`src/rtl/alu_pkg.sv`:
```
// ============================================================================
// Module      : alu_pkg
// Description : Shared ALU-control encodings (aluop classes, R-type funct
//               codes, 2-bit operation codes) and the control bundle type.
// Revision    : 1.0 - initial release
// ============================================================================
`default_nettype none

package alu_pkg;

  localparam logic [2:0] C_ALUOP_ADD   = 3'b000;
  localparam logic [2:0] C_ALUOP_SUB   = 3'b001;
  localparam logic [2:0] C_ALUOP_FUNCT = 3'b010;
  localparam logic [2:0] C_ALUOP_SLT   = 3'b011;
  localparam logic [2:0] C_ALUOP_AND   = 3'b100;
  localparam logic [2:0] C_ALUOP_OR    = 3'b101;

  localparam logic [5:0] C_FUNCT_ADD = 6'h20;
  localparam logic [5:0] C_FUNCT_SUB = 6'h22;
  localparam logic [5:0] C_FUNCT_AND = 6'h24;
  localparam logic [5:0] C_FUNCT_OR  = 6'h25;
  localparam logic [5:0] C_FUNCT_NOR = 6'h27;
  localparam logic [5:0] C_FUNCT_SLT = 6'h2A;

  localparam logic [1:0] C_OP_AND = 2'b00;
  localparam logic [1:0] C_OP_OR  = 2'b01;
  localparam logic [1:0] C_OP_ADD = 2'b10;
  localparam logic [1:0] C_OP_SLT = 2'b11;

  typedef struct packed {
    logic       a_invert;
    logic       b_invert;
    logic       cin;
    logic [1:0] operation;
  } alu_ctrl_t;

  function automatic alu_ctrl_t mk_ctrl(input logic a_inv, input logic b_inv,
                                        input logic cin, input logic [1:0] op);
    alu_ctrl_t c;
    c.a_invert  = a_inv;
    c.b_invert  = b_inv;
    c.cin       = cin;
    c.operation = op;
    return c;
  endfunction

  // Subtraction-style ops invert B and inject a carry to form two's complement.
  localparam alu_ctrl_t C_CTRL_ADD = '{1'b0, 1'b0, 1'b0, C_OP_ADD};
  localparam alu_ctrl_t C_CTRL_SUB = '{1'b0, 1'b1, 1'b1, C_OP_ADD};
  localparam alu_ctrl_t C_CTRL_AND = '{1'b0, 1'b0, 1'b0, C_OP_AND};
  localparam alu_ctrl_t C_CTRL_OR  = '{1'b0, 1'b0, 1'b0, C_OP_OR};
  localparam alu_ctrl_t C_CTRL_NOR = '{1'b1, 1'b1, 1'b0, C_OP_AND};
  localparam alu_ctrl_t C_CTRL_SLT = '{1'b0, 1'b1, 1'b1, C_OP_SLT};

endpackage

`default_nettype wire

```
`src/rtl/alu_ctrl_decode.sv`:
```
// ============================================================================
// Module      : alu_ctrl_decode
// Description : Combinational aluop/funct decode to per-bit ALU controls
//               plus an illegal-encoding flag.
// Revision    : 1.0 - initial release
// ============================================================================
`default_nettype none

module alu_ctrl_decode
  import alu_pkg::*;
(
  input  logic [2:0] i_aluop,
  input  logic [5:0] i_funct,
  output alu_ctrl_t  o_ctrl,
  output logic       o_illegal
);

  // Illegal encodings fall back to add controls so the datapath stays benign.
  always_comb begin
    o_ctrl    = mk_ctrl(1'b0, 1'b0, 1'b0, C_OP_ADD);
    o_illegal = 1'b0;
    case (i_aluop)
      C_ALUOP_ADD: o_ctrl = C_CTRL_ADD;
      C_ALUOP_SUB: o_ctrl = C_CTRL_SUB;
      C_ALUOP_SLT: o_ctrl = C_CTRL_SLT;
      C_ALUOP_AND: o_ctrl = C_CTRL_AND;
      C_ALUOP_OR:  o_ctrl = C_CTRL_OR;
      C_ALUOP_FUNCT: begin
        case (i_funct)
          C_FUNCT_ADD: o_ctrl = C_CTRL_ADD;
          C_FUNCT_SUB: o_ctrl = C_CTRL_SUB;
          C_FUNCT_AND: o_ctrl = C_CTRL_AND;
          C_FUNCT_OR:  o_ctrl = C_CTRL_OR;
          C_FUNCT_NOR: o_ctrl = C_CTRL_NOR;
          C_FUNCT_SLT: o_ctrl = C_CTRL_SLT;
          default:     o_illegal = 1'b1;
        endcase
      end
      default: o_illegal = 1'b1;
    endcase
  end

endmodule

`default_nettype wire

```
`src/rtl/alu_ctrl_stage.sv`:
```
// ============================================================================
// Module      : alu_ctrl_stage
// Description : ALU-control pipeline stage: decodes op class/funct and
//               registers operands and controls with stall/flush handling.
// Revision    : 1.0 - initial release
// ============================================================================
`default_nettype none

module alu_ctrl_stage
  import alu_pkg::*;
(
  input  logic        clk_i,
  input  logic        rst_i,
  input  logic        stall_i,
  input  logic        flush_i,
  input  logic        valid_i,
  input  logic [2:0]  aluop_i,
  input  logic [5:0]  funct_i,
  input  logic [31:0] rs_data_i,
  input  logic [31:0] rt_data_i,
  input  logic [31:0] imm_i,
  input  logic        alusrc_i,
  input  logic        regwrite_i,
  input  logic [4:0]  rd_addr_i,
  output logic [31:0] src1_o,
  output logic [31:0] src2_o,
  output logic        a_invert_o,
  output logic        b_invert_o,
  output logic        cin_o,
  output logic [1:0]  operation_o,
  output logic        valid_o,
  output logic        regwrite_o,
  output logic [4:0]  rd_addr_o,
  output logic        illegal_o,
  output logic        illegal_sticky_o
);

  alu_ctrl_t   w_ctrl;
  logic        w_illegal;

  logic [31:0] r_src1;
  logic [31:0] r_src2;
  alu_ctrl_t   r_ctrl;
  logic        r_valid;
  logic        r_regwrite;
  logic [4:0]  r_rd_addr;
  logic        r_illegal;
  logic        r_sticky;

  alu_ctrl_decode u_decode (
    .i_aluop   (aluop_i),
    .i_funct   (funct_i),
    .o_ctrl    (w_ctrl),
    .o_illegal (w_illegal)
  );

  // Flush dominates stall; an idle (invalid, unstalled) slot also becomes a bubble.
  always_ff @(posedge clk_i or posedge rst_i) begin
    if (rst_i) begin
      r_src1     <= '0;
      r_src2     <= '0;
      r_ctrl     <= C_CTRL_AND;
      r_valid    <= 1'b0;
      r_regwrite <= 1'b0;
      r_rd_addr  <= '0;
      r_illegal  <= 1'b0;
      r_sticky   <= 1'b0;
    end else if (flush_i || (!stall_i && !valid_i)) begin
      r_src1     <= '0;
      r_src2     <= '0;
      r_ctrl     <= C_CTRL_AND;
      r_valid    <= 1'b0;
      r_regwrite <= 1'b0;
      r_rd_addr  <= '0;
      r_illegal  <= 1'b0;
    end else if (stall_i) begin
      r_illegal  <= 1'b0;
    end else begin
      r_src1     <= rs_data_i;
      r_src2     <= alusrc_i ? imm_i : rt_data_i;
      r_ctrl     <= w_ctrl;
      r_valid    <= 1'b1;
      r_regwrite <= regwrite_i && !w_illegal;
      r_rd_addr  <= rd_addr_i;
      r_illegal  <= w_illegal;
      r_sticky   <= r_sticky || w_illegal;
    end
  end

  assign src1_o           = r_src1;
  assign src2_o           = r_src2;
  assign a_invert_o       = r_ctrl.a_invert;
  assign b_invert_o       = r_ctrl.b_invert;
  assign cin_o            = r_ctrl.cin;
  assign operation_o      = r_ctrl.operation;
  assign valid_o          = r_valid;
  assign regwrite_o       = r_regwrite;
  assign rd_addr_o        = r_rd_addr;
  assign illegal_o        = r_illegal;
  assign illegal_sticky_o = r_sticky;

endmodule

`default_nettype wire

```
`config.mk`:
```
export PLATFORM = sky130hd
export DESIGN_NAME = alu_ctrl_stage
export DESIGN_NICKNAME = d
export VERILOG_FILES = /design/src/rtl/alu_pkg.sv /design/src/rtl/alu_ctrl_decode.sv /design/src/rtl/alu_ctrl_stage.sv
export SDC_FILE = /design/constraint.sdc
export NUM_CORES = 1
export LEC_CHECK = 0
export CORE_ASPECT_RATIO = 1.25
export CORE_MARGIN = 3
export CORE_UTILIZATION = 39
export CTS_BUF_LIST = sky130_fd_sc_hd__clkbuf_4
export CTS_CLUSTER_DIAMETER = 80
export DETAILED_ROUTE_END_ITERATION = 10
export GPL_ROUTABILITY_DRIVEN = 0
export PLACE_DENSITY_LB_ADDON = 0.25
export SLEW_MARGIN = 20
export SYNTH_ARGS = -nofsm -noshare
export SYNTH_HDL_FRONTEND = slang
export SYNTH_SLANG_ARGS = --single-unit
```
`constraint.sdc`:
```
create_clock -name clk_i -period 3.3 [get_ports clk_i]
set_clock_uncertainty 0.1 [all_clocks]
set_input_delay 0.33 -clock clk_i [delete_from_list [all_inputs] [get_ports clk_i]]
set_output_delay 0.33 -clock clk_i [all_outputs]
set_load 0.02 [all_outputs]
```
### Word-level counts from Yosys, hierarchy flattened

Cells that the tools add are included.

| cells by class | value |
|---|---|
| add/subtract/negate cells | 0 |
| multipliers | 0 |
| divide/modulo/power cells | 0 |
| magnitude comparators | 0 |
| equality and inequality tests | 12 |
| shifts and indexed selects | 0 |
| multiplexer cells | 19 |
| bitwise logic cells | 2 |
| reductions and logical operators | 11 |

Operator list:

| cell | number |
|---|---|
| 2-to-1 mux 32 bit | 5 |
| case mux 5 bit (5 select lines) | 2 |
| == test 6 bit (second input constant) | 6 |
| 2-to-1 mux 5 bit | 4 |
| 2-to-1 mux 1 bit | 7 |
| == test 3 x 2 -> 1 bit (second input constant) | 2 |
| == test 3 bit (second input constant) | 2 |
| OR reduction 6 bit | 1 |
| OR reduction 5 bit | 1 |
| == test 3 x 1 -> 1 bit (second input constant) | 1 |
| zero test 1 bit | 3 |
| zero test 3 bit | 1 |
| logical AND 1 bit | 2 |
| logical OR 1 bit | 2 |
| != test 2 x 1 -> 1 bit (second input constant) | 1 |
| NOT 1 bit | 2 |
| case mux 1 bit (2 select lines) | 1 |
| AND reduction 2 bit | 1 |

| storage, ports and cells | value |
|---|---|
| flip-flop bits (word level) | 78 |
| latch bits | 0 |
| RAM bits | 0 |
| bits in read-only memories | 0 |
| input port bits | 117 |
| output and inout bits | 78 |
| logic and storage cells | 55 |
| memories | 0 |

### Logic depth before layout (Yosys ltp)

Gate-level depths: netlist of run 1.

| depth | value |
|---|---|
| depth after elaboration | 8 |
| depth in mapped cells | 5 |
| gate-level depth less buffers | 3 |

### Modules after synthesis

Synthesis of run 1 repeated with hierarchy kept, for this count alone.

| unflattened totals | value |
|---|---|
| cells, all modules | 239 |
| area, all modules | 3465.8 µm² |

By module, submodules not included:

| module | instances | cells each | area an instance (µm²) | seq. area each (µm²) |
|---|---|---|---|---|
| alu_ctrl_stage | 1 | 214 | 3294.4 | 1951.9 |
| alu_ctrl_decode | 1 | 25 | 171.4 | 0.0 |

### Worst setup path before layout of run 1

Ideal clock, no wire load.

| timing | value |
|---|---|
| kind | input to register |
| start | in aluop_i[1] |
| end | reg r_ctrl (netlist bit operation_o[1]) |
| library setup time | 0.122 ns |
| arrival time | 1.224 ns |
| required time | 3.078 ns |
| slack | 1.854 ns |
| stages | 4 |
| buffers on the path | 1 |
| cell sequence | buf_4 -> or3b_1 -> nand4bb_1 -> a32o_1 |

| between the ends | value |
|---|---|
| cells in the longest elaborated chain, start to end | 4 |
| elaborated cells between the ends (all ways) | 8 |
| those cells by class | 5 x eq/ne; 3 x mux |

RTL lines:

| item | RTL line | RTL |
|---|---|---|
| start: declaration | alu_ctrl_stage.sv:17 | `input logic [2:0] aluop_i,` |
| == test 3 x 2 -> 1 bit, or another cell as far along | alu_ctrl_decode.sv:22 | `case (i_aluop)` |
| case mux 5 bit (5 select lines) (*) | alu_ctrl_decode.sv:22 |  |
| 2-to-1 mux 5 bit (*) | alu_ctrl_stage.sv:76 | `end else if (stall_i) begin` |
| 2-to-1 mux 5 bit (*) | alu_ctrl_stage.sv:68 | `end else if (flush_i \|\| (!stall_i && !valid_i)) begin` |
| end signal: assignment | alu_ctrl_stage.sv:81 | `r_ctrl <= w_ctrl;` |
| end: declaration | alu_ctrl_stage.sv:43 | `alu_ctrl_t r_ctrl;` |

Mark *: on every way between the ends. The rest lies on a longest branch, timed or not. The select of a mux whose other input is x is not followed.
A chain may end at the register's enable or synchronous reset.

### Final worst setup path of run 1

| timing | value |
|---|---|
| start | reg r_ctrl (netlist bit a_invert_o) |
| end | out a_invert_o |

RTL lines:

| item | RTL line | RTL |
|---|---|---|
| end: declaration | alu_ctrl_stage.sv:27 | `output logic a_invert_o,` |

No word-level cell between the ends.

==> results of run 1 <==
==> registers in the layout, indices dropped and copies added (netlist names) <==
register / flops
illegal_o: 1
rd_addr_o: 5
cin_o: 1
b_invert_o: 1
regwrite_o: 1
valid_o: 1
src1_o: 32
a_invert_o: 1
src2_o: 32
operation_o: 2
illegal_sticky_o: 1
==> layout make-up <==
type                       count  share of cell area
sequential                    78               0.361
clock buffer                  10              0.0139
timing repair buffer         199               0.365
inverter                       2             0.00162
tap                           95              0.0220
clock inverter                 6             0.00717
multi-input combinational    175               0.230
==> logic make-up after synthesis <==
| logic type | share of synthesized area |
|---|---|
| AOI/OAI and AO/OA | 0.179 |
| DFF | 0.594 |
| and+or+nand+nor | 0.0857 |
| muxes | 0.107 |
| buffers and inverters | 0.0309 |
| xor gates and xnor gates | 0.00267 |
==> layer usage <==
layer,vias to the layer above,global-route usage
li1,1380,-
met2,136,0.317
met4,0,0.0648
met3,12,0.0572
met5,-,0
met1,1343,0.249
==> how the worst min path moves through the flow <==
stage / start / end / slack [ns] / cells after the start
after floorplan: flush_i / valid_o / 0.30 / 1
after global placement: src2_o[11] / src2_o[11] / 0.36 / 2
after detailed placement: src2_o[5] / src2_o[5] / 0.37 / 2
after CTS: rst_i / src2_o[2] / 0.26 / 2
after global routing: rst_i / src2_o[31] / 0.30 / 2
final: rst_i / a_invert_o / 0.26 / 2
==> cells in the mapped netlist (all sizes together) (2+ instances only) <==
library cell	n	area [µm²]
nand3	2	10.0
clkbuf	9	33.8
a22o	39	342
a32o	2	20.0
nor2	3	11.3
nor2b	3	18.8
buf	11	60.1
inv	2	7.51
nor3b	3	27.5
and4b	2	20.0
nand2	38	143
mux2i	34	340
o31ai	2	15.0
o21ai	33	165
dfrtp	78	1950
==> report_power, final <==
part | internal, µW | total [µW] | leakage, µW | switching, µW
Combinational | 229 | 398 | 0.00128 | 169
Clock | 159 | 474 | 0.0000521 | 314
Sequential | 992 | 1010 | 0.00106 | 20.2
==> worst reg2reg max path, cell delays in order (launching register included) <==
cell and delay, ns:
dfrtp_1 0.40, a32o_1 0.22, a41o_1 0.20
==> metrics by stage <==
step,total power [µW],instance area [µm²],setup slack (ns)
after floorplan,1180,3280,0.875
after global placement,1430,5300,1.09
after detailed placement,1430,5300,1.02
after CTS,1910,5410,1.41
after global routing,1980,5410,1.27
final,1880,5410,1.44
==> summary.log, run 1 <==
[status] result of the run finished, final reports clean
[timing] worst hold margin 0.256 ns
[floorplan] cell row count 36
[clock_tree] clock tree root buffer cell clkbuf_4
[timing] Fin Setup TNS 0 ns
[floorplan] core outline area 7970 µm²
[critical_path] RR Startpoint operation_o[0]
[grt] gr usage total 0.195
[critical_path] end of the worst register-to-register path operation_o[0]
[final_layout] number of nets in the finished design 582
[timing] actual slew at the worst max-slew pin 0.950 ns
[clock_tree] post-cts repair resize count 0
[route] detail-routed net length per standard cell 16.6 µm
[critical_path] Critical Path, Cell by Cell clkdlybuf4s50_1
[timing] max-slew violation count 0
[clock_tree] number of sinks on the clock net 78
[floorplan] height of the chip 109 µm
[critical_path] sort of element at the end of the critical path output port
[grt] pin count of the biggest net entering global routing 46
[final_layout] storage element area 1950 µm²
[critical_path] data arrival time of the critical path 1.43 ns
[yosys] sequential-to-total area share from yosys stat 0.594
[route] post-detailed-route count of antenna-violating nets 0
[placement] detailed placement HPWL 7120 µm
[floorplan] number of I/O pins 195
[timing] final hold viol count 0
[yosys] post-synth cell types 32
[timing] setup repair after global routing missed its margin false
[route] overall via count from detail_route 2871
[yosys] Mapped Nets 392
[yosys] Synth Instances 275
[clock_tree] clock latency of the later-clocked register in the worst-skew pair 0.40 ns
[critical_path] Critical path destination a_invert_o
[critical_path] required time of the worst setup path 2.87 ns
[route] DRC 0
[power] total power per unit cell area 348 nW/µm²
[clock_tree] CTS buffer count 9
[yosys] most frequently used flop master after synthesis dfrtp_1
[placement] placed cells 549
[yosys] post-synthesis sequential element count 78
[yosys] total of warnings raised by yosys 0
[final_layout] share of the core filled with cells 0.679
[yosys] synthesized area divided by synthesized cell count 11.9 µm²
[power] reported leakage power 0.00239 µW
[final_layout] commonest non-fill, non-tap cells in the layout 193 x clkdlybuf4s50_1, 78 x dfrtp_1, 39 x a22o_1
[grt] number of antenna violations at the first check in global routing 0
[critical_path] cell family with most CP delay buffers and inverters
[timing] slew margin rel. 0.365
[route] detail-routed via count per cell 5.08
[clock_tree] worst-case clock buffer depth 2
[power] Peak VDD IR 0.175 mV
[critical_path] critical path peak fanout 2
[route] highest metal layer with signal wires met4
[critical_path] slack of the worst reg-to-reg path 2.28 ns
[floorplan] Die W 88.1 µm
[run] # Max-Cap Violations 0
[route] detailed-routed wire length on met3 926 µm
[grt] via count of the first global-routing pass 2937
[timing] post-route minimum period 1.86 ns
[final_layout] Multi-input gate area 1240 µm²
[critical_path] slowest cell delay on critical path 0.65 ns
[timing] highest attainable clock frequency 537 MHz
[route] DR WL met2 4410 µm
[route] detailed-router iteration count before antenna repair 4
[critical_path] Worst R2R Path Depth 2
[final_layout] Fill cells 621
[critical_path] number of buffer and inverter stages on the critical path 1
[route] 1st-iter DRT viols 115
[worst_hold_path] HP Class in2async
[route] post-detailed-routing wire length 9390 µm
[final_layout] Antenna Cells 0
[floorplan] die outline area 9570 µm²
[clock_tree] H-tree levels 3
[floorplan] starting density of the core 0.412
[clock_tree] Clk pin slew, worst setup/hold paths 0.13 ns
[yosys] cell area after synthesis 3280 µm²
[clock_tree] Setup Buffers After CTS 0
[critical_path] worst setup path category reg2out
[clock_tree] TritonCTS clock tree yes
[placement] number of buffer cells added on primary ports 194
[critical_path] type of origin of the critical path flip-flop
[route] WL met1 3920 µm
[yosys] FFs w/ async S/R, synth 1.00
[grt] leftover overflow at the end of global routing 0
[final_layout] share of post-route cells with drive strength above 1 0.0532
[critical_path] Crit. Startpoint a_invert_o
[timing] total of endpoints with negative setup slack in the final report 0
[clock_tree] number of hold buffers added after cts 0
[yosys] count of flip-flops with a built-in enable after synthesis 0
[critical_path] number of stages on the worst setup path 1
[critical_path] library cell contributing the largest single delay on the critical path clkdlybuf4s50_1
[final_layout] most common cell after layout, fill and taps aside clkdlybuf4s50_1
[final_layout] Post-Layout Cell Count 565
[grt] wire length of the first global-routing pass 14400 µm
[final_layout] area added between synthesis and finish 64.8%
[timing] portion of the clock cycle consumed by the worst path in the final layout 0.564
No activity file was read; power rests on OpenSTA's default activity.
==> run 2: changes to the inputs <==
Clock period 3.3 ns to 1.74 ns, I/O delays scaled along.
==> summary.log, run 2 (synthesis results as in run 1) <==
[final_layout] Post-Layout Cell Count 578 [was 565]
[timing] highest attainable clock frequency 594 MHz
[route] detail-routed via count per cell 5.15 [was 5.08]
[grt] via count of the first global-routing pass 3089 [was 2937]
[route] post-detailed-route count of antenna-violating nets 0 [unchanged]
[timing] total of endpoints with negative setup slack in the final report 0 [unchanged]
[power] net switching fraction of the power 0.260 [was 0.268]
[clock_tree] CTS buffer count 9 [unchanged]
[power] total power per unit cell area 664 nW/µm² [was 348 nW/µm²]
[critical_path] RR Startpoint operation_o[0] [unchanged]
[floorplan] die outline area 9570 µm² [unchanged]
[grt] number of antenna violations at the first check in global routing 0 [unchanged]
[critical_path] sort of element at the end of the critical path output port [unchanged]
[floorplan] Die W 88.1 µm [unchanged]
[critical_path] Critical Path, Cell by Cell clkdlybuf4s50_1 [unchanged]
[final_layout] share of post-route cells with drive strength above 1 0.0807 [was 0.0532]
[timing] portion of the clock cycle consumed by the worst path in the final layout 0.968
[power] P_sw 983 µW [was 504 µW]
[timing] max-slew violation count 0 [unchanged]
[final_layout] number of nets in the finished design 595 [was 582]
[final_layout] area added between synthesis and finish 73.1% [was 64.8%]
[timing] post-route minimum period 1.68 ns
[route] post-detailed-routing wire length 9930 µm [was 9390 µm]
[clock_tree] number of hold buffers added after cts 0 [unchanged]
[status] result of the run finished, final reports clean [unchanged]
[final_layout] Fill cells 604 [was 621]
[clock_tree] Setup Buffers After CTS 0 [unchanged]
[floorplan] height of the chip 109 µm [unchanged]
[power] share of total power in combinational logic 0.211 [about the same]
[timing] actual slew at the worst max-slew pin 0.424 ns [was 0.950 ns]
[clock_tree] TritonCTS clock tree yes [unchanged]
[critical_path] data arrival time of the critical path 1.41 ns [was 1.43 ns]
[critical_path] library cell contributing the largest single delay on the critical path clkdlybuf4s50_1 [unchanged]
[grt] leftover overflow at the end of global routing 0 [unchanged]
[placement] number of buffer cells added on primary ports 194 [unchanged]
[critical_path] Crit. Startpoint src1_o[6] [was a_invert_o]
[power] Internal Dissipation 2790 µW [was 1380 µW]
[final_layout] Antenna Cells 0 [unchanged]
[critical_path] number of stages on the worst setup path 1 [unchanged]
[clock_tree] clock tree root buffer cell clkbuf_4 [unchanged]
[grt] gr usage total 0.205 [was 0.195]
[clock_tree] Clk pin slew, worst setup/hold paths 0.14 ns [was 0.13 ns]
[critical_path] Worst R2R Path Depth 2 [unchanged]
[clock_tree] H-tree levels 3 [unchanged]
[critical_path] worst setup path category reg2out [unchanged]
[power] Peak VDD IR 0.383 mV [was 0.175 mV]
[floorplan] cell row count 36 [unchanged]
[power] register share of total power 0.508 [was 0.537]
[route] 1st-iter DRT viols 106 [was 115]
[placement] placed cells 562 [was 549]
[route] detailed-router iteration count before antenna repair 4 [unchanged]
[placement] detailed placement HPWL 7760 µm [was 7120 µm]
[route] DRC 0 [unchanged]
[critical_path] number of buffer and inverter stages on the critical path 1 [unchanged]
[route] detail-routed net length per standard cell 17.2 µm [was 16.6 µm]
[critical_path] slack of the worst reg-to-reg path 0.71 ns [was 2.28 ns]
[timing] final hold viol count 0 [unchanged]
[grt] pin count of the biggest net entering global routing 46 [unchanged]
[floorplan] number of I/O pins 195 [unchanged]
[timing] slew margin rel. 0.717 [was 0.365]
[clock_tree] number of sinks on the clock net 78 [unchanged]
[power] clock network power share 0.280 [was 0.251]
[worst_hold_path] HP Class in2async [unchanged]
[critical_path] cell family with most CP delay buffers and inverters [unchanged]
[final_layout] share of the core filled with cells 0.713 [was 0.679]
[floorplan] core outline area 7970 µm² [unchanged]
[route] overall via count from detail_route 2979 [was 2871]
[clock_tree] worst-case clock buffer depth 2 [unchanged]
[critical_path] slowest cell delay on critical path 0.61 ns [was 0.65 ns]
[final_layout] most common cell after layout, fill and taps aside clkdlybuf4s50_1 [unchanged]
[floorplan] starting density of the core 0.412 [unchanged]
[power] reported leakage power 0.00295 µW [was 0.00239 µW]
[run] # Max-Cap Violations 0 [unchanged]
[critical_path] type of origin of the critical path flip-flop [unchanged]
[critical_path] critical path peak fanout 2 [unchanged]
[final_layout] commonest non-fill, non-tap cells in the layout 165 x clkdlybuf4s50_1, 78 x dfrtp_1, 39 x a22o_1 [was 193 x clkdlybuf4s50_1, 78 x dfrtp_1, 39 x a22o_1]
[timing] setup repair after global routing missed its margin false [unchanged]
[grt] wire length of the first global-routing pass 15000 µm [was 14400 µm]
[critical_path] required time of the worst setup path 1.47 ns [was 2.87 ns]
[critical_path] end of the worst register-to-register path operation_o[0] [unchanged]
[clock_tree] clock latency of the later-clocked register in the worst-skew pair 0.40 ns [about the same]
## run 2: changes by cell type in the layout (fill, tap and decap cells not counted)
cell | previous run | this run
buf_12 | 0 | 7
buf_4 | 5 | 11
bufinv_16 | 0 | 1
clkdlybuf4s50_1 | 193 | 165
clkinv_1 | 1 | 0
dlygate4sd2_1 | 0 | 2
dlymetal6s2s_1 | 0 | 26
## run 2: power groups by stage
stage	Clock, µW	Combinational [µW]	Sequential, µW
3_5_place_dp	0	812	1950
3_3_place_gp	0	796	1950
5_1_grt	1160	853	1930
4_1_cts	1090	812	1920
2_1_floorplan	0	203	2040
6_report	1060	797	1920
## run 2: what timing repair did
item,4_1_cts,5_1_grt
pin swaps,0,0
endpoints found under the setup margin,2,26
resized for setup,2,26
gates cloned,0,0
## run 2: per-layer routing
layer	track usage	vias to the layer above	wire length (µm)
li1	-	1407	-
met1	0.241	1416	3860
met2	0.349	146	4970
met3	0.0686	10	977
met4	0.0734	0	127
met5	0	-	0
## run 2: worst register-to-register path, stage by stage, from the launching register on
cell,delay (ns)
dfrtp_1,0.41
a32o_1,0.22
a41o_1,0.20
## run 2: how the worst max path moves through the flow
stage,slack (ns),to
final,0.06,src1_o[6]
after global routing,0.00007,src2_o[4]
after CTS,0.004,src2_o[11]
after detailed placement,-0.01,illegal_sticky_o
after global placement,0.03,operation_o[1]
after floorplan,0.45,operation_o[1]
## run 2: area by class of cell
cell class	count	area [µm²]	share of cell area
Clock inverter	6	62.6	0.0110
Clock buffer	10	75.1	0.0132
Tap cell	95	119	0.0209
Multi-Input combinational cell	175	1240	0.219
Inverter	2	11.3	0.00198
Timing Repair Buffer	212	2220	0.391
Sequential cell	78	1950	0.343
## run 2: metrics by stage
step | power, µW | hold WS, ns | area [µm²] | TNS, ns | setup slack (ns)
CTS | 3830 | 0.0509 | 5620 | 0 | 0.00394
global placement | 2750 | 0.362 | 5490 | 0 | 0.0293
finish | 3780 | 0.0607 | 5690 | 0 | 0.0562
detailed placement | 2770 | 0.371 | 5490 | -0.00954 | -0.00954
floorplan | 2240 | 0.140 | 3290 | 0 | 0.450
global route | 3940 | 0.0782 | 5690 | 0 | 0.0000696
